**src/rtl/dis7seg_pkg.sv**
```systemverilog
// Shared constants and helpers for the multiplexed 7-segment scan driver.
package dis7seg_pkg;

  localparam int unsigned SEG_W = 7;
  localparam int unsigned NIB_W = 4;

  // Hex digit to {g,f,e,d,c,b,a} in active-high form; entry i is digit i.
  localparam logic [15:0][SEG_W-1:0] HEX_SEG_TABLE = {
    7'h71, 7'h79, 7'h5E, 7'h39, 7'h7C, 7'h77, 7'h6F, 7'h7F,
    7'h07, 7'h7D, 7'h6D, 7'h66, 7'h4F, 7'h5B, 7'h06, 7'h3F
  };

  // Blink phase encoding.
  localparam logic PHASE_ON  = 1'b0;
  localparam logic PHASE_OFF = 1'b1;

  // Counter width able to hold 0..n-1, never less than one bit.
  function automatic int unsigned cnt_width(input int unsigned n);
    return (n < 2) ? 1 : $clog2(n);
  endfunction

  // Map active-high segments onto the pin polarity.
  function automatic logic [SEG_W-1:0] seg_drive(input logic [SEG_W-1:0] seg_hi,
                                                 input logic act_low);
    return act_low ? ~seg_hi : seg_hi;
  endfunction

  // Map an active-high single pin onto the pin polarity.
  function automatic logic bit_drive(input logic b, input logic act_low);
    return b ^ act_low;
  endfunction

endpackage

```
**src/rtl/dis7seg_hex_decoder.sv**
```systemverilog
// Combinational hex nibble to active-high 7-segment pattern.
module dis7seg_hex_decoder
  import dis7seg_pkg::*;
(
  input  logic [NIB_W-1:0] nibble,
  output logic [SEG_W-1:0] seg_c
);

  // Table lookup of the segment pattern.
  always_comb begin
    seg_c = HEX_SEG_TABLE[nibble];
  end

endmodule

```
**src/rtl/dis7seg_scan_driver.sv**
```systemverilog
// Time-multiplexed hex display driver with blank, blink, dp and dead time.
module dis7seg_scan_driver
  import dis7seg_pkg::*;
#(
  parameter int unsigned NUM_DIGITS   = 4,
  parameter int unsigned SCAN_DIV     = 50000,
  parameter int unsigned DEAD_CYCLES  = 500,
  parameter int unsigned BLINK_FRAMES = 64,
  parameter bit          SEG_ACT_LOW  = 1'b1,
  parameter bit          DIG_ACT_LOW  = 1'b1
) (
  input  logic                    clk,
  input  logic                    rst,
  input  logic                    load,
  input  logic [4*NUM_DIGITS-1:0] digit_data,
  input  logic [NUM_DIGITS-1:0]   dp_in,
  input  logic [NUM_DIGITS-1:0]   blank_in,
  input  logic [NUM_DIGITS-1:0]   blink_en,
  output logic [SEG_W-1:0]        seg_out,
  output logic                    dp_out,
  output logic [NUM_DIGITS-1:0]   dig_sel,
  output logic                    frame_done
);

  localparam int unsigned SLOT_W  = cnt_width(SCAN_DIV);
  localparam int unsigned IDX_W   = cnt_width(NUM_DIGITS);
  localparam int unsigned BLINK_W = cnt_width(BLINK_FRAMES + 1);

  localparam logic [SLOT_W-1:0]     SLOT_LAST  = SLOT_W'(SCAN_DIV - 1);
  localparam logic [IDX_W-1:0]      IDX_LAST   = IDX_W'(NUM_DIGITS - 1);
  localparam logic [BLINK_W-1:0]    BLINK_LAST = BLINK_W'(BLINK_FRAMES - 1);
  localparam logic [SEG_W-1:0]      SEG_IDLE   = SEG_ACT_LOW ? 7'h7F : 7'h00;
  localparam logic                  DP_IDLE    = SEG_ACT_LOW;
  localparam logic [NUM_DIGITS-1:0] DIG_IDLE   = DIG_ACT_LOW ? '1 : '0;

  logic [SLOT_W-1:0]  slot_cnt;
  logic [IDX_W-1:0]   dig_idx;
  logic [BLINK_W-1:0] blink_cnt;
  logic               blink_phase;

  logic [NUM_DIGITS-1:0][NIB_W-1:0] digit_pend, digit_sh;
  logic [NUM_DIGITS-1:0]            dp_pend, dp_sh;
  logic [NUM_DIGITS-1:0]            blank_pend, blank_sh;
  logic [NUM_DIGITS-1:0]            blink_pend, blink_sh;
  logic                             commit;

  logic                  slot_wrap_c;
  logic                  frame_end_c;
  logic                  in_dead_c;
  logic                  dark_c;
  logic [NUM_DIGITS-1:0] onehot_c;
  logic [SEG_W-1:0]      seg_hi_c;
  logic [SEG_W-1:0]      seg_nxt_c;
  logic                  dp_nxt_c;
  logic [NUM_DIGITS-1:0] dig_nxt_c;

  assign slot_wrap_c = (slot_cnt == SLOT_LAST);
  assign frame_end_c = slot_wrap_c && (dig_idx == IDX_LAST);

  // Slot counter and digit index: one slot per digit, wrapping each frame.
  always_ff @(posedge clk) begin
    if (rst) begin
      slot_cnt <= '0;
      dig_idx  <= '0;
    end else if (slot_wrap_c) begin
      slot_cnt <= '0;
      dig_idx  <= (dig_idx == IDX_LAST) ? '0 : dig_idx + IDX_W'(1);
    end else begin
      slot_cnt <= slot_cnt + SLOT_W'(1);
    end
  end

  // Blink phase toggles every BLINK_FRAMES frame boundaries.
  always_ff @(posedge clk) begin
    if (rst) begin
      blink_cnt   <= '0;
      blink_phase <= PHASE_ON;
    end else if (frame_end_c) begin
      if (blink_cnt == BLINK_LAST) begin
        blink_cnt   <= '0;
        blink_phase <= ~blink_phase;
      end else begin
        blink_cnt <= blink_cnt + BLINK_W'(1);
      end
    end
  end

  // Pending capture on load; shadow only updates at a frame boundary.
  always_ff @(posedge clk) begin
    if (rst) begin
      digit_pend <= '0;
      dp_pend    <= '0;
      blank_pend <= '1;
      blink_pend <= '0;
      commit     <= 1'b0;
      digit_sh   <= '0;
      dp_sh      <= '0;
      blank_sh   <= '1;
      blink_sh   <= '0;
    end else begin
      if (load) begin
        digit_pend <= digit_data;
        dp_pend    <= dp_in;
        blank_pend <= blank_in;
        blink_pend <= blink_en;
      end
      if (frame_end_c) begin
        commit <= 1'b0;
        if (load) begin
          digit_sh <= digit_data;
          dp_sh    <= dp_in;
          blank_sh <= blank_in;
          blink_sh <= blink_en;
        end else if (commit) begin
          digit_sh <= digit_pend;
          dp_sh    <= dp_pend;
          blank_sh <= blank_pend;
          blink_sh <= blink_pend;
        end
      end else if (load) begin
        commit <= 1'b1;
      end
    end
  end

  dis7seg_hex_decoder u_dec (
    .nibble (digit_sh[dig_idx]),
    .seg_c  (seg_hi_c)
  );

  assign in_dead_c = (32'(slot_cnt) < DEAD_CYCLES);
  assign dark_c    = blank_sh[dig_idx] | (blink_sh[dig_idx] & (blink_phase == PHASE_OFF));
  assign onehot_c  = NUM_DIGITS'(1) << dig_idx;

  // Next output values from the current scan state.
  always_comb begin
    seg_nxt_c = SEG_IDLE;
    dp_nxt_c  = DP_IDLE;
    dig_nxt_c = DIG_IDLE;
    if (!in_dead_c) begin
      dig_nxt_c = DIG_ACT_LOW ? ~onehot_c : onehot_c;
      if (!dark_c) begin
        seg_nxt_c = seg_drive(seg_hi_c, SEG_ACT_LOW);
        dp_nxt_c  = bit_drive(dp_sh[dig_idx], SEG_ACT_LOW);
      end
    end
  end

  // Registered pin stage.
  always_ff @(posedge clk) begin
    if (rst) begin
      seg_out    <= SEG_IDLE;
      dp_out     <= DP_IDLE;
      dig_sel    <= DIG_IDLE;
      frame_done <= 1'b0;
    end else begin
      seg_out    <= seg_nxt_c;
      dp_out     <= dp_nxt_c;
      dig_sel    <= dig_nxt_c;
      frame_done <= frame_end_c;
    end
  end

endmodule

```
**config.mk**
```make
export PLATFORM = sky130hd
export DESIGN_NAME = dis7seg_scan_driver
export DESIGN_NICKNAME = d
export VERILOG_FILES = /design/src/rtl/dis7seg_pkg.sv /design/src/rtl/dis7seg_hex_decoder.sv /design/src/rtl/dis7seg_scan_driver.sv
export SDC_FILE = /design/constraint.sdc
export NUM_CORES = 1
export LEC_CHECK = 0
export CAP_MARGIN = 20
export CORE_ASPECT_RATIO = 0.75
export CORE_MARGIN = 2
export CORE_UTILIZATION = 50
export CTS_CLUSTER_DIAMETER = 120
export DETAILED_ROUTE_END_ITERATION = 7
export PLACE_DENSITY = 0.72
export SETUP_SLACK_MARGIN = 0.05
export SLEW_MARGIN = 40
export SYNTH_ARGS = -nofsm -noshare
export SYNTH_HDL_FRONTEND = slang
export SYNTH_SLANG_ARGS = --single-unit
export TNS_END_PERCENT = 10
```
**constraint.sdc**
```tcl
create_clock -name clk -period 3.34 [get_ports clk]
set_input_delay 0.835 -clock clk [delete_from_list [all_inputs] [get_ports clk]]
set_output_delay 0.835 -clock clk [all_outputs]
set_load 0.02 [all_outputs]
```
==> metrics, run 1 <==
CTS Hold Bufs=0; core box area=8350 µm²; share of cells above drive strength 1=0.164; sequential area share after synthesis=0.453; Syn Nets=444; postcts setup bufs=0; Startpoint Class=flop; r2r worst-path depth=7; status=finished, final reports clean; Synth Register Bits=96; cell count after synthesis=401; hold path startpoint=slot_cnt[0]$_SDFF_PP0_; DR vias/cell=5.21; Initial Util=0.509; R2R Path Start=slot_cnt[13]$_SDFF_PP0_; Final Hold Fails=0; die height=83.8 µm; CP max stage delay=580 ps; most frequent cells after synthesis=96 x dfxtp_1, 55 x nor2_1, 32 x mux2i_1; DR pass1 iterations=4; clock-pin transition on the worst setup and hold timing paths=60 ps; Worst Path Buf+Inv=2; die area=roughly 9000 µm²; unrepaired setup endpoints after global routing=no; overall power=roughly 2.3 mW; fin crit period=2700 ps; number of endpoints failing setup at the final stage=0; Synth async-reset ratio=0; worst-skew pair later-pin latency=330 ps; FF-to-FF End=digit_sh[10]$_SDFFE_PP0P_; RD Place Congestion=0.834; worst rel slew slack=0.501; Worst Hold Depth=1; final slew viol count=0; area leader, netlist=dfxtp_1; via count=2887; number of DRC markers in iteration 0=113; top post-synthesis cells by area=dfxtp_1 45%, mux2i_1 7.5%, mux2_4 7.1%; post-CTS resize count=0; slowest CP cell=or4_4; Diodes inserted=0; Worst VDD drop=between 0.2 and 0.3 mV; fmax=roughly 370 MHz; Leakage=2.03 nW; GRT Residual Overflow=0; sink of the worst hold path=slot_cnt[0]$_SDFF_PP0_; IO Count=44; R2R setup slack=640 ps; row count=29; Crit. End Element=flop; CP Cell Sequence=or4_4 > nor4_4 > and2_1 > o21ai_4 > buf_8 > buf_16 > mux2_4; pre-CTS WS=671 ps; Setup CP Type=reg -> reg; crit path max fanout=14; PnR worst setup slack=645 ps; CTS Buf Count=9; CTS tree=built; largest net degree at the start of global routing=72; die width=approximately 110 µm; delay-heaviest family, CP=simple AND/OR/NAND/NOR gates; vias in the first global route=2746; share of the synthesized area in the top cell type=0.453; most numerous cell in the Yosys netlist=dfxtp_1; YS warnings=0; global-route usage over all layers=0.182; synthesized cell area=~4200 µm²; initial antenna violation count=0; number of port buffers=43; clk_skew=7.67 ps; CTS H-Tree Depth=3; clock sink count=96; Max Root-Sink Buffers=2; WP data arrival=2910 ps; dpl hpwl=5480 µm; first-pass GRT wire length=13200 µm; Area Growth Syn to Fin=19.3%; mean area per synthesized cell=10.6 µm²; hold_ws=460 ps; worst-margin pin slew=728 ps; drt drc=0; Tcrit/Tclk final=0.807; PD cells=around 460 nW/µm²; max cap viols=0; CP required=3560 ps; worst min path class=reg -> reg; Yosys cell types=44; TNS Setup=0 ps; ys flop type=dfxtp_1; final wirelength=7840 µm; Post-synth EDFFs=0; DR WL/cell=about 14 µm; Final Net Count=484; Root Buffer=clkbuf_16; post-route ant nets=0
==> metal layers <==
metal  wire length (µm)  track usage  share of wire  vias up
li1                   -            -              -     1467
met4                 53       0.0443         0.0068        0
met2               3400        0.266           0.43       41
met1               4120        0.265           0.53     1374
met3                258       0.0507          0.033        5
met5                  0            0              0        -
==> how the worst max path moves through the flow <==
stage	startpoint	endpoint	slack, ps	cells after the start
2_1_floorplan	load	digit_sh[0]$_SDFFE_PP0P_	840	6
3_3_place_gp	slot_cnt[13]$_SDFF_PP0_	digit_sh[8]$_SDFFE_PP0P_	810	5
3_5_place_dp	slot_cnt[13]$_SDFF_PP0_	digit_sh[14]$_SDFFE_PP0P_	670	7
4_1_cts	slot_cnt[13]$_SDFF_PP0_	digit_sh[10]$_SDFFE_PP0P_	650	7
5_1_grt	slot_cnt[13]$_SDFF_PP0_	digit_sh[12]$_SDFFE_PP0P_	510	7
6_report	slot_cnt[13]$_SDFF_PP0_	digit_sh[10]$_SDFFE_PP0P_	640	7
==> per-stage QoR <==
| stage | instance area (µm²) | util | std cells |
|---|---|---|---|
| final | 5060 | 0.607 | 554 |
| after global routing | 5060 | 0.607 | 554 |
| after CTS | 5060 | 0.607 | 554 |
| after detailed placement | 4760 | 0.570 | 538 |
| after global placement | 4710 | 0.565 | 536 |
| after floorplan | 4240 | - | 401 |
==> sequential cells by signal, indices dropped and copies added (netlist names), 7 cells and up <==
signal and cells:
blink_cnt 7, digit_pend 16, digit_sh 16, seg_out 7, slot_cnt 16
==> cells in the final DEF, fill, tap and decap left out, types with 2 or more instances in the layout <==
master,instances
nor2b_1,30
clkbuf_16,9
clkinv_4,3
mux4_2,6
nand2_1,15
o221ai_1,2
nor2_1,55
nand4_1,4
xnor2_1,10
o311ai_0,3
a211o_1,5
xor2_1,10
clkdlybuf4s50_1,41
buf_2,2
mux2_2,12
or2_2,7
and3_1,3
dfxtp_1,96
nor3b_1,2
and2_1,2
o21ai_0,3
inv_1,7
nor4_1,3
nor3_1,6
buf_4,4
mux2i_1,32
mux2_4,20
nand3_1,16
a21oi_1,5
ha_1,12
a311oi_1,2
==> power breakdown <==
| group | internal, mW | switching [mW] | total [mW] |
|---|---|---|---|
| Clock | 0.603 | 0.428 | 1.03 |
| Sequential | 1.17 | 0.00980 | 1.18 |
| Combinational | 0.0572 | 0.0530 | 0.110 |
==> cells by family (layout without fill, tap and decap cells) <==
group                      Yosys count  after routing  share of synthesized area
and+or+nand+nor                    150            150                      0.181
adders and majority gates           12             12                     0.0354
AOI/OAI and AO/OA                   25             25                     0.0448
xor gates and xnor gates            20             20                     0.0413
muxes                               70             70                      0.210
buffers and inverters               28             73                     0.0345
DFF                                 96             96                      0.453
==> cell type report <==
| class | count | area [µm²] |
|---|---|---|
| clock buffers | 10 | 239 |
| clock inverters | 6 | 68.8 |
| well taps | 108 | 135 |
| multi-input cells | 277 | 2180 |
| inverters | 8 | 30.0 |
| fillers | 699 | 3280 |
| flip-flops and latches | 96 | 1920 |
| repair buffers | 49 | 493 |
Power figures use the tool's default switching activity.
==> run 2, diff against run 1 <==
--- a/config.mk
+++ b/config.mk
@@ -11,7 +11,7 @@
 export CORE_UTILIZATION = 50
 export CTS_CLUSTER_DIAMETER = 120
 export DETAILED_ROUTE_END_ITERATION = 7
-export PLACE_DENSITY = 0.72
+export PLACE_DENSITY = 0.74
 export SETUP_SLACK_MARGIN = 0.05
 export SLEW_MARGIN = 40
 export SYNTH_ARGS = -nofsm -noshare
==> constraint.sdc (replaced) <==
create_clock -name clk -period 2.22 [get_ports clk]
set_input_delay 0.555 -clock clk [delete_from_list [all_inputs] [get_ports clk]]
set_output_delay 0.555 -clock clk [all_outputs]
set_load 0.02 [all_outputs]
==> metrics, run 2 (same netlist as run 1, synthesis figures left out) <==
vias in the first global route=2756 (was 2746); Startpoint Class=flop (unchanged); commonest non-fill, non-tap cell in the layout=dfxtp_1 (unchanged); DR WL/cell=14.3 µm (was 14.1 µm); clock sink count=96 (unchanged); PD cells=675 nW/µm² (was 458 nW/µm²); switching portion of total power=0.208 (was 0.211); Diodes inserted=0 (unchanged); Largest regs=digit_pend (16), digit_sh (16), slot_cnt (16) (unchanged); pre-CTS WS=11.9 ps (was 671 ps); Worst VDD drop=0.400 mV (was 0.265 mV); CTS Buf Count=9 (unchanged); number of port buffers=43 (unchanged); unrepaired setup endpoints after global routing=yes (was no); Int Pwr=2.78 mW (was 1.83 mW); clk_skew=6.91 ps (was 7.67 ps); GRT Residual Overflow=0 (unchanged); Final Hold Fails=0 (unchanged); status=finished, final reports clean (unchanged); die width=110 µm (unchanged); r2r worst-path depth=7 (unchanged); Max Root-Sink Buffers=2 (unchanged); Final Net Count=501 (was 484); number of DRC markers in iteration 0=88 (was 113); DR vias/cell=5.12 (was 5.21); crit path max fanout=15 (was 14); number of fill cells=683 (was 699); Register Area=1920 µm² (about the same); worst-margin pin slew=590 ps (was 728 ps); RD Place Congestion=0.855 (was 0.834); first-pass GRT wire length=13400 µm (was 13200 µm); die area=9250 µm² (unchanged); global-route usage over all layers=0.188 (was 0.182); CP Capture Point=dp_sh[3]$_SDFFE_PP0P_ (was digit_sh[10]$_SDFFE_PP0P_); fin area=5190 µm² (was 5060 µm²); clock-pin transition on the worst setup and hold timing paths=60 ps (about the same); worst setup path start=slot_cnt[13]$_SDFF_PP0_ (unchanged); drt drc=0 (unchanged); placed insts=549 (was 538); DR pass1 iterations=4 (unchanged); largest net degree at the start of global routing=34 (was 72); post-route ant nets=0 (unchanged); FF-to-FF End=dp_sh[3]$_SDFFE_PP0P_ (was digit_sh[10]$_SDFFE_PP0P_); via count=2921 (was 2887); Setup CP Type=reg -> reg (unchanged); Initial Util=0.509 (unchanged); PnR worst setup slack=117 ps (was 645 ps); fmax=476 MHz (was 371 MHz); share of cells above drive strength 1=0.197 (was 0.164); Crit. End Element=flop (unchanged); worst rel slew slack=0.603 (was 0.501); CP required=2440 ps (was 3560 ps); R2R setup slack=120 ps (was 640 ps); number of endpoints failing setup at the final stage=0 (unchanged); final cell count without fillers=570 (was 554); final core utilization=0.622 (was 0.607); most frequent cells in the layout=95 x dfxtp_1, 55 x nor2_1, 41 x clkdlybuf4s50_1 (was 96 x dfxtp_1, 55 x nor2_1, 41 x clkdlybuf4s50_1); WP data arrival=2320 ps (was 2910 ps); IO Count=44 (unchanged); placed cell area=4840 µm² (was 4760 µm²); fin crit period=2100 ps (was 2700 ps); Area Growth Syn to Fin=22.4% (was 19.3%); row count=29 (unchanged); final slew viol count=0 (unchanged); Root Buffer=clkbuf_16 (unchanged); Switch Pwr=0.728 mW (was 0.490 mW); worst min path class=reg -> reg (unchanged); CTS tree=built (unchanged); Tcrit/Tclk final=0.947 (was 0.807); dpl hpwl=5660 µm (was 5480 µm); Leakage=2.11 nW (was 2.03 nW); R2R Path Start=slot_cnt[13]$_SDFF_PP0_ (unchanged); initial antenna violation count=0 (unchanged); core box area=8350 µm² (unchanged); final wirelength=8130 µm (was 7840 µm); max cap viols=0 (unchanged); Clk pwr share=0.446 (was 0.444); area of the multi-input gates=2180 µm² (about the same); die height=83.8 µm (unchanged); CTS H-Tree Depth=3 (unchanged); Seq pwr share=0.506 (was 0.508); worst-skew pair later-pin latency=340 ps (was 330 ps); Comb pwr share=0.048 (was 0.047)
-- run 2: worst min path at each step --
| stage | cells past startpoint | slack, ps | startpoint | to |
|---|---|---|---|---|
| 2_1_floorplan | 1 | 430 | slot_cnt[0]$_SDFF_PP0_ | slot_cnt[0]$_SDFF_PP0_ |
| 3_3_place_gp | 1 | 440 | slot_cnt[0]$_SDFF_PP0_ | slot_cnt[0]$_SDFF_PP0_ |
| 3_5_place_dp | 1 | 450 | slot_cnt[0]$_SDFF_PP0_ | slot_cnt[0]$_SDFF_PP0_ |
| 4_1_cts | 1 | 470 | slot_cnt[0]$_SDFF_PP0_ | slot_cnt[0]$_SDFF_PP0_ |
| 5_1_grt | 1 | 480 | slot_cnt[0]$_SDFF_PP0_ | slot_cnt[0]$_SDFF_PP0_ |
| 6_report | 1 | 460 | slot_cnt[0]$_SDFF_PP0_ | slot_cnt[0]$_SDFF_PP0_ |
-- run 2: final cells by class --
| class | count | area share |
|---|---|---|
| Inverter | 8 | 0.00578 |
| Tap cell | 108 | 0.0260 |
| Timing Repair Buffer | 66 | 0.119 |
| Clock buffer | 11 | 0.0487 |
| Clock inverter | 4 | 0.0104 |
| Sequential cell | 96 | 0.370 |
| Multi-Input combinational cell | 277 | 0.419 |
-- run 2: power by group through the flow --
stage               combinational, mW  clock, mW  sequential, mW
floorplan                      0.0943          0            1.81
global placement                0.167          0            1.81
detailed placement              0.170          0            1.82
CTS                             0.171       1.59            1.78
global route                    0.188       1.66            1.78
finish                          0.169       1.56            1.78
-- run 2: stage by stage --
stage,hold slack [ps],power [mW],TNS (ps)
2_1_floorplan,426,1.90,-11.4
3_3_place_gp,438,1.98,0
3_5_place_dp,452,1.99,0
4_1_cts,465,3.53,0
5_1_grt,484,3.63,0
6_report,457,3.51,0
-- run 2: critical path, cell delays in order (launching register included) --
cell and delay, ps:
dfxtp_1 330, or4_4 570, nor4_4 160, and2_4 200, o21ai_4 90, buf_8 160
buf_16 160, mux2_4 300
-- run 2: timing repair --
action,in CTS,in global routing
buffers inserted,1,5
pin swaps,1,2
hold buffers,0,0
setup endpoints to repair,15,20
gates resized for setup,1,1
-- run 2: layer usage --
| metal | GRT usage | part of all wire | vias to the layer above |
|---|---|---|---|
| met3 | 0.0578 | 0.045 | 4 |
| met5 | 0 | 0 | - |
| met1 | 0.275 | 0.51 | 1360 |
| met4 | 0.0443 | 0.0063 | 0 |
| met2 | 0.270 | 0.44 | 57 |
| li1 | - | - | 1500 |
==> run 3, diff against run 2 <==
--- a/config.mk
+++ b/config.mk
@@ -7,7 +7,6 @@
 export LEC_CHECK = 0
 export CAP_MARGIN = 20
 export CORE_ASPECT_RATIO = 0.75
-export CORE_MARGIN = 2
 export CORE_UTILIZATION = 50
 export CTS_CLUSTER_DIAMETER = 120
 export DETAILED_ROUTE_END_ITERATION = 7
==> metrics, run 3 (same netlist as run 1, synthesis figures left out) <==
worst setup path start=slot_cnt[12]$_SDFF_PP0_ (was slot_cnt[13]$_SDFF_PP0_); Area Growth Syn to Fin=21.3% (was 22.4%); core box area=8060 µm² (was 8350 µm²); DR WL/cell=14.3 µm (about the same); Worst VDD drop=0.424 mV (was 0.400 mV); Diodes inserted=0 (unchanged); die width=108 µm (was 110 µm); Max Root-Sink Buffers=2 (unchanged); Tcrit/Tclk final=0.942 (was 0.947); CTS H-Tree Depth=3 (unchanged); worst-skew pair later-pin latency=340 ps (about the same); vias in the first global route=2845 (was 2756); share of cells above drive strength 1=0.190 (was 0.197); die height=81.8 µm (was 83.8 µm); Final Net Count=496 (was 501); CTS Hold Bufs=0 (unchanged); initial antenna violation count=0 (unchanged); commonest non-fill, non-tap cell in the layout=dfxtp_1 (unchanged); most frequent cells in the layout=94 x dfxtp_1, 55 x nor2_1, 41 x clkdlybuf4s50_1 (was 95 x dfxtp_1, 55 x nor2_1, 41 x clkdlybuf4s50_1); die area=8860 µm² (was 9250 µm²); via count=2950 (was 2921); unrepaired setup endpoints after global routing=no (was yes); Crit. End Element=flop (unchanged); Root Buffer=clkbuf_16 (unchanged); Setup CP Type=reg -> reg (unchanged); IO Count=44 (unchanged); status=finished, final reports clean (unchanged); WP data arrival=2320 ps (about the same); Initial Util=0.527 (was 0.509); GRT Residual Overflow=0 (unchanged); Final Hold Fails=0 (unchanged); Startpoint Class=flop (unchanged); largest net degree at the start of global routing=34 (unchanged); CP required=2450 ps (was 2440 ps); Leakage=2.09 nW (was 2.11 nW); hold path startpoint=slot_cnt[0]$_SDFF_PP0_ (unchanged); DR vias/cell=5.24 (was 5.12); TNS Setup=0 ps (unchanged); PnR worst setup slack=129 ps (was 117 ps); worst rel slew slack=0.542 (was 0.603); CTS tree=built (unchanged); first-pass GRT wire length=13400 µm (about the same); post-route ant nets=0 (unchanged); clk_skew=5.03 ps (was 6.91 ps); CTS Buf Count=9 (unchanged); R2R Path Start=slot_cnt[12]$_SDFF_PP0_ (was slot_cnt[13]$_SDFF_PP0_); fin crit period=2090 ps (was 2100 ps); Largest regs=digit_pend (16), digit_sh (16), slot_cnt (16) (unchanged); drt drc=0 (unchanged); RD Place Congestion=0.807 (was 0.855); row count=28 (was 29); DR pass1 iterations=4 (unchanged); number of port buffers=43 (unchanged); worst-margin pin slew=680 ps (was 590 ps); worst min path class=reg -> reg (unchanged); clock-pin transition on the worst setup and hold timing paths=60 ps (about the same); number of endpoints failing setup at the final stage=0 (unchanged); pre-CTS WS=-24.2 ps (was 11.9 ps); crit path max fanout=22 (was 15); number of DRC markers in iteration 0=101 (was 88); global-route usage over all layers=0.199 (was 0.188); PD cells=656 nW/µm² (was 675 nW/µm²); final slew viol count=0 (unchanged); final wirelength=8070 µm (was 8130 µm); number of fill cells=655 (was 683); clock sink count=96 (unchanged); dpl hpwl=5810 µm (was 5660 µm); max cap viols=0 (unchanged); fmax=478 MHz (was 476 MHz)
-- run 3: worst paths after layout --
check	end	slack (ps)	cells after the start
worst min register to register	slot_cnt[0]$_SDFF_PP0_	460	1
worst max-delay path	digit_sh[10]$_SDFFE_PP0P_	130	6
worst min-delay path	slot_cnt[0]$_SDFF_PP0_	460	1
worst max register to register	digit_sh[10]$_SDFFE_PP0P_	130	6
-- run 3: report_power, final --
group / internal, mW / switching (mW) / leakage [nW]
Clock: 0.792 / 0.631 / 0.133
Sequential: 1.76 / 0.0152 / 0.782
Combinational: 0.0969 / 0.0822 / 1.17
Total: 2.65 / 0.729 / 2.09
-- run 3: metrics by stage --
stage | instances | hold slack, ps | utilization | area (µm²) | power, mW
after floorplan | 401 | 426 | - | 4250 | 1.90
after detailed placement | 546 | 456 | 0.603 | 4860 | 1.99
after CTS | 563 | 471 | 0.639 | 5140 | 3.42
after global placement | 544 | 441 | 0.599 | 4830 | 1.99
after global routing | 563 | 494 | 0.639 | 5150 | 3.51
final | 563 | 464 | 0.639 | 5150 | 3.38
-- run 3: worst max-delay path, cell delays in order, from the launching register on --
cell	delay, ps
dfxtp_2	340
or4_4	560
nor4_4	320
and2_4	210
o21ai_4	70
buf_12	170
mux2_4	310
-- run 3: timing repair --
action	CTS	global route
gates resized for setup	3	2
setup endpoints to repair	12	6
pin swaps	3	0
buffers inserted	2	0
-- run 3: layout make-up --
cell class	instances	area, µm²	area share
sequential	96	1920	0.374
inverter	8	30.0	0.00583
tap	105	131	0.0255
clock buffer	12	246	0.0479
timing repair buffer	61	606	0.118
clock inverter	4	30.0	0.00583
multi-input combinational	277	2180	0.423
-- run 3: routing by layer --
layer  routed length [µm]  GRT usage
met1                 3990      0.273
met4                   92     0.0595
met5                    0          0
met3                  440     0.0611
met2                 3550      0.303
==> patch 1 (settings of run 1) <==
Add an input register stage for `load`, `digit_data`, `dp_in`, `blank_in` and `blink_en`, without a reset; this delays them by one clock.
--- a/src/rtl/dis7seg_scan_driver.sv
+++ b/src/rtl/dis7seg_scan_driver.sv
@@ -32,6 +32,20 @@
   localparam logic [SEG_W-1:0]      SEG_IDLE   = SEG_ACT_LOW ? 7'h7F : 7'h00;
   localparam logic                  DP_IDLE    = SEG_ACT_LOW;
   localparam logic [NUM_DIGITS-1:0] DIG_IDLE   = DIG_ACT_LOW ? '1 : '0;
+
+  logic load_q;
+  logic [4*NUM_DIGITS-1:0] digit_data_q;
+  logic [NUM_DIGITS-1:0] dp_q;
+  logic [NUM_DIGITS-1:0] blank_q;
+  logic [NUM_DIGITS-1:0] blink_en_q;
+
+  always_ff @(posedge clk) begin
+    load_q       <= load;
+    digit_data_q <= digit_data;
+    dp_q         <= dp_in;
+    blank_q      <= blank_in;
+    blink_en_q   <= blink_en;
+  end
 
   logic [SLOT_W-1:0]  slot_cnt;
   logic [IDX_W-1:0]   dig_idx;
@@ -98,26 +112,26 @@
       blank_sh   <= '1;
       blink_sh   <= '0;
     end else begin
-      if (load) begin
-        digit_pend <= digit_data;
-        dp_pend    <= dp_in;
-        blank_pend <= blank_in;
-        blink_pend <= blink_en;
+      if (load_q) begin
+        digit_pend <= digit_data_q;
+        dp_pend    <= dp_q;
+        blank_pend <= blank_q;
+        blink_pend <= blink_en_q;
       end
       if (frame_end_c) begin
         commit <= 1'b0;
-        if (load) begin
-          digit_sh <= digit_data;
-          dp_sh    <= dp_in;
-          blank_sh <= blank_in;
-          blink_sh <= blink_en;
+        if (load_q) begin
+          digit_sh <= digit_data_q;
+          dp_sh    <= dp_q;
+          blank_sh <= blank_q;
+          blink_sh <= blink_en_q;
         end else if (commit) begin
           digit_sh <= digit_pend;
           dp_sh    <= dp_pend;
           blank_sh <= blank_pend;
           blink_sh <= blink_pend;
         end
-      end else if (load) begin
+      end else if (load_q) begin
         commit <= 1'b1;
       end
     end
Formal check against the unedited RTL: same outputs for any inputs over 10 cycles, from zero or initial values and one cycle with rst high; that may be too few to reach the edited logic, so the function may still have changed.
==> patch 1 against run 1 <==
- area after synthesis up 13%
- final cell count grew 13%
- setup slack better by 0.31 ns
- critical path type unchanged
- power rose by 52%
- final area grew 17%
- sequential cell count rose by 29
- non-clock buffer count unchanged
- wire length up 14%
==> patch 1: results (changes against run 1) <==
stage;metric;value;unit;change
critical_path;cp_max_fo;28;;+14
critical_path;reg2reg_setup_slack;0.96;ns;+0.31 ns
critical_path;cp_slowest_cell;dfxtp_1;;
clock_network;worstSkewPairLatency;0.41;ns;+0.08 ns
finish;buf_share;0.0794;;-0.0179
finish;nNonClkInverters;7;;-1
synthesis;seq_area_frac_synth;0.522;;+0.0691
critical_path;slowest_delay;0.55;ns;-0.03 ns
global_routing;use_met2;0.270;;+0.00354
worst_hold_path;hold_start;blink_cnt[6];;
placed_design;place_area;0.00531;mm2;+12%
sta;slew_headroom;0.598;;+0.0972
drt;wl_met2;3720;um;+9.3%
placed_design;gp_congestion;0.913;;+9.5%
critical_path;rr_endpoint;digit_sh[11];;
global_routing;grtUsageMet3;0.0671;;+0.0164
synthesis;synth_compound_area_frac;0.0511;;+0.00634
placed_design;dp_slack;0.972;ns;+0.300 ns
power;ir_worst_vdd;0.000402;V;+52%
outcome;status;finished, final reports clean;;
finish;num-nets-final;526;;+8.7%
critical_path;rr_worst_depth;5;;-2
sta;skew;0.00569;ns;-0.00198 ns
global_routing;grt_usage;0.192;;+0.0105
critical_path;timing.rr.start;dig_idx[0];;
clock_network;cts_inserted_buffers;17;;+8
power;finalPower;3.53;mW;+52%
global_routing;grt_pass1_vias;3047;;+11%
drt;via_per_inst;5.15;;-1.1%
finish;regArea;0.00250;mm2;+30%
global_routing;grt_util_met1;0.272;;+0.00694
synthesis;avgSynthCellArea;10.9;um2;+3.0%
synthesis;synth_seq_cells;125;;+30%
drt;wire_per_inst;14.3;um;+1.3%
finish;layout.comb_gates.multi_input;283;;+2.2%
synthesis;synth.area.top_cells;dfxtp_1 52%, mux2i_1 5.8%, mux2_4 5.0%;;
critical_path;worstPathArrival;2.68;ns;-0.23 ns
synthesis;synthMuxAreaShare;0.170;;-0.0403
synthesis;synth_commonest_cells;125 x dfxtp_1, 50 x nor2_1, 28 x mux2i_1, 26 x nor2b_1, 22 x nand2_1;;
drt;m1WireLength;4620;um;+12%
drt;met3_length;493;um;+91%
power;p_leak;2.35;nW;+16%
power;clkPwrFrac;0.531;;+0.087
==> patch 1: cells by family (layout without fill, tap and decap cells) <==
kind of cell / after synthesis / count (layout)
compound gates: 37 / 37
mux: 63 / 63
flops: 125 / 125
fa+ha+maj: 12 / 12
xor+xnor: 15 / 15
buf+inv: 32 / 88
simple gates: 156 / 156
==> patch 1: worst max-delay path by stage <==
stage               startpoint      endpoint  slack, ns
global placement    dig_idx[0]  digit_sh[11]       1.05
finish              dig_idx[0]  digit_sh[11]       0.96
global route        dig_idx[0]  digit_sh[11]       0.79
floorplan           dig_idx[0]    seg_out[0]       1.04
detailed placement         rst  slot_cnt[12]       0.97
CTS                 dig_idx[0]  digit_sh[11]       0.96
==> patch 1: worst max-delay path, delay by kind of cell, from the launching register on <==
family	cells	cell delay (ns)
fa+ha+maj	1	0.35
mux	1	0.35
buf+inv	2	0.57
flops	1	0.55
simple gates	1	0.43
==> patch 2 (flow settings as in run 1) <==
Made on the original files. Set the parameter `NUM_DIGITS` to 6 (it was 4).
--- a/src/rtl/dis7seg_scan_driver.sv
+++ b/src/rtl/dis7seg_scan_driver.sv
@@ -2,7 +2,7 @@
 module dis7seg_scan_driver
   import dis7seg_pkg::*;
 #(
-  parameter int unsigned NUM_DIGITS   = 4,
+  parameter int unsigned NUM_DIGITS   = 6,
   parameter int unsigned SCAN_DIV     = 50000,
   parameter int unsigned DEAD_CYCLES  = 500,
   parameter int unsigned BLINK_FRAMES = 64,
Interface: changed (5 resized); port bits go from 44 to 60. No check against the original RTL was run, so the function may have changed too.
==> patch 2 against run 1 <==
- power is 47% higher
- setup slack better by 0.14 ns
- core utilization grew 2.1 points
- critical path depth did not move
- sequential cell count rose by 31
- final area is 28% higher
- global-route usage grew 2.1 points
- area after synthesis increased by 25%
- wire length is 38% higher
==> patch 2: results (changes against run 1) <==
stage;metric;value;unit;change
critical_path;reg2reg_setup_slack;0.79;ns;+0.14 ns
drt;vias;4039;;+40%
sta;hold_ws;0.432;ns;-0.0276 ns
synthesis;synthMuxAreaShare;0.120;;-0.0901
global_routing;grt_max_degree;79;;+9.7%
critical_path;rr_endpoint;seg_out[0];;
synthesis;synth_commonest_cells;127 x dfxtp_1, 75 x nor2_1, 56 x nand2_1, 51 x mux2i_1, 44 x o21ai_0;;
drt;drtIter0Drc;329;;+190%
power;p_leak;2.41;nW;+19%
synthesis;syn_inst;569;;+42%
synthesis;synth_adder_area_share;0.0213;;-0.0141
critical_path;slowest_delay;0.60;ns;+0.02 ns
placed_design;gp_congestion;0.878;;+5.3%
placed_design;place_area;0.00592;mm2;+25%
power;ir_worst_vdd;0.000392;V;+48%
clock_network;cts.htree.levels;4;;+1
placed_design;dp.cells;737;;+37%
synthesis;synth_compound_area_frac;0.0886;;+0.0438
synthesis;syn-num-nets;623;;+40%
global_routing;grt_usage;0.203;;+0.0213
sta;slew_headroom;0.505;;+0.00417
worst_hold_path;hold_start;blink_cnt[6];;
outcome;status;finished, final reports clean;;
drt;via_per_inst;5.26;;+0.92%
global_routing;use_met2;0.305;;+0.0392
drt;wire_per_inst;14.1;um;-0.29%
synthesis;synth_xor_area_frac;0.0281;;-0.0132
clock_network;worstSkewPairLatency;0.41;ns;+0.08 ns
critical_path;cp_max_fo;21;;+7
finish;fill_cells;854;;+22%
global_routing;grtUsageMet3;0.0573;;+0.00658
placed_design;port_buffers;59;;+37%
global_routing;grt_pass1_wl;18300;um;+39%
global_routing;grt_util_met1;0.276;;+0.0113
critical_path;cp_slowest_cell;o21ai_0;;
finish;num-nets-final;674;;+39%
critical_path;worstPathArrival;2.80;ns;-0.11 ns
worst_hold_path;hold_depth;2;;+1
placed_design;dp_slack;0.865;ns;+0.194 ns
synthesis;seq_area_frac_synth;0.480;;+0.0272
critical_path;timing.rr.start;dig_idx[0];;
## patch 2: cell types whose count changed in the layout (fill, tap and decap cells not counted), moves of 16 or more
cell             before  now
mux2_4               20    0
nor2_1               55   75
dfxtp_1              96  127
clkdlybuf4s50_1      41   57
nand2_1              15   56
mux2i_1              32   51
nand2b_1              1   39
o21ai_0               3   44
nor2b_1              30    7
## patch 2: how the worst max path moves through the flow
stage,start,to,slack (ns),cells past startpoint
after CTS,dig_idx[0],seg_out[4],0.85,8
final,dig_idx[0],seg_out[0],0.79,7
after global placement,dig_idx[0],seg_out[4],0.95,8
after detailed placement,dig_idx[0],seg_out[0],0.87,7
after global routing,dig_idx[0],seg_out[0],0.64,7
after floorplan,dig_idx[0],seg_out[0],1.05,8
## patch 2: power breakdown
part | leakage [nW] | total [mW] | switching, mW | internal [mW]
logic | 1.11 | 0.158 | 0.0713 | 0.0871
clock network | 0.264 | 1.68 | 0.632 | 1.05
registers | 1.03 | 1.56 | 0.0107 | 1.55
total | 2.41 | 3.40 | 0.714 | 2.69
## patch 2: layer usage
layer / up-vias / wire [um]
li1: 2044 / -
met2: 97 / 4760
met4: 0 / 118
met5: - / 0
met1: 1887 / 5370
met3: 11 / 576
## patch 2: cell families after synthesis
group	count (synthesis)
buffers and inverters	39
AOI/OAI and AO/OA	78
DFF	127
muxes	59
and+or+nand+nor	240
adders and majority gates	9
xor gates and xnor gates	17
## patch 2: cell type report
class,instances,area (um2),area share
inverter,6,22.5,0.00349
multi-input combinational,403,2560,0.397
clock buffer,24,472,0.0730
clock inverter,7,62.6,0.00969
sequential,127,2540,0.394
tap,136,170,0.0263
timing repair buffer,65,626,0.0969
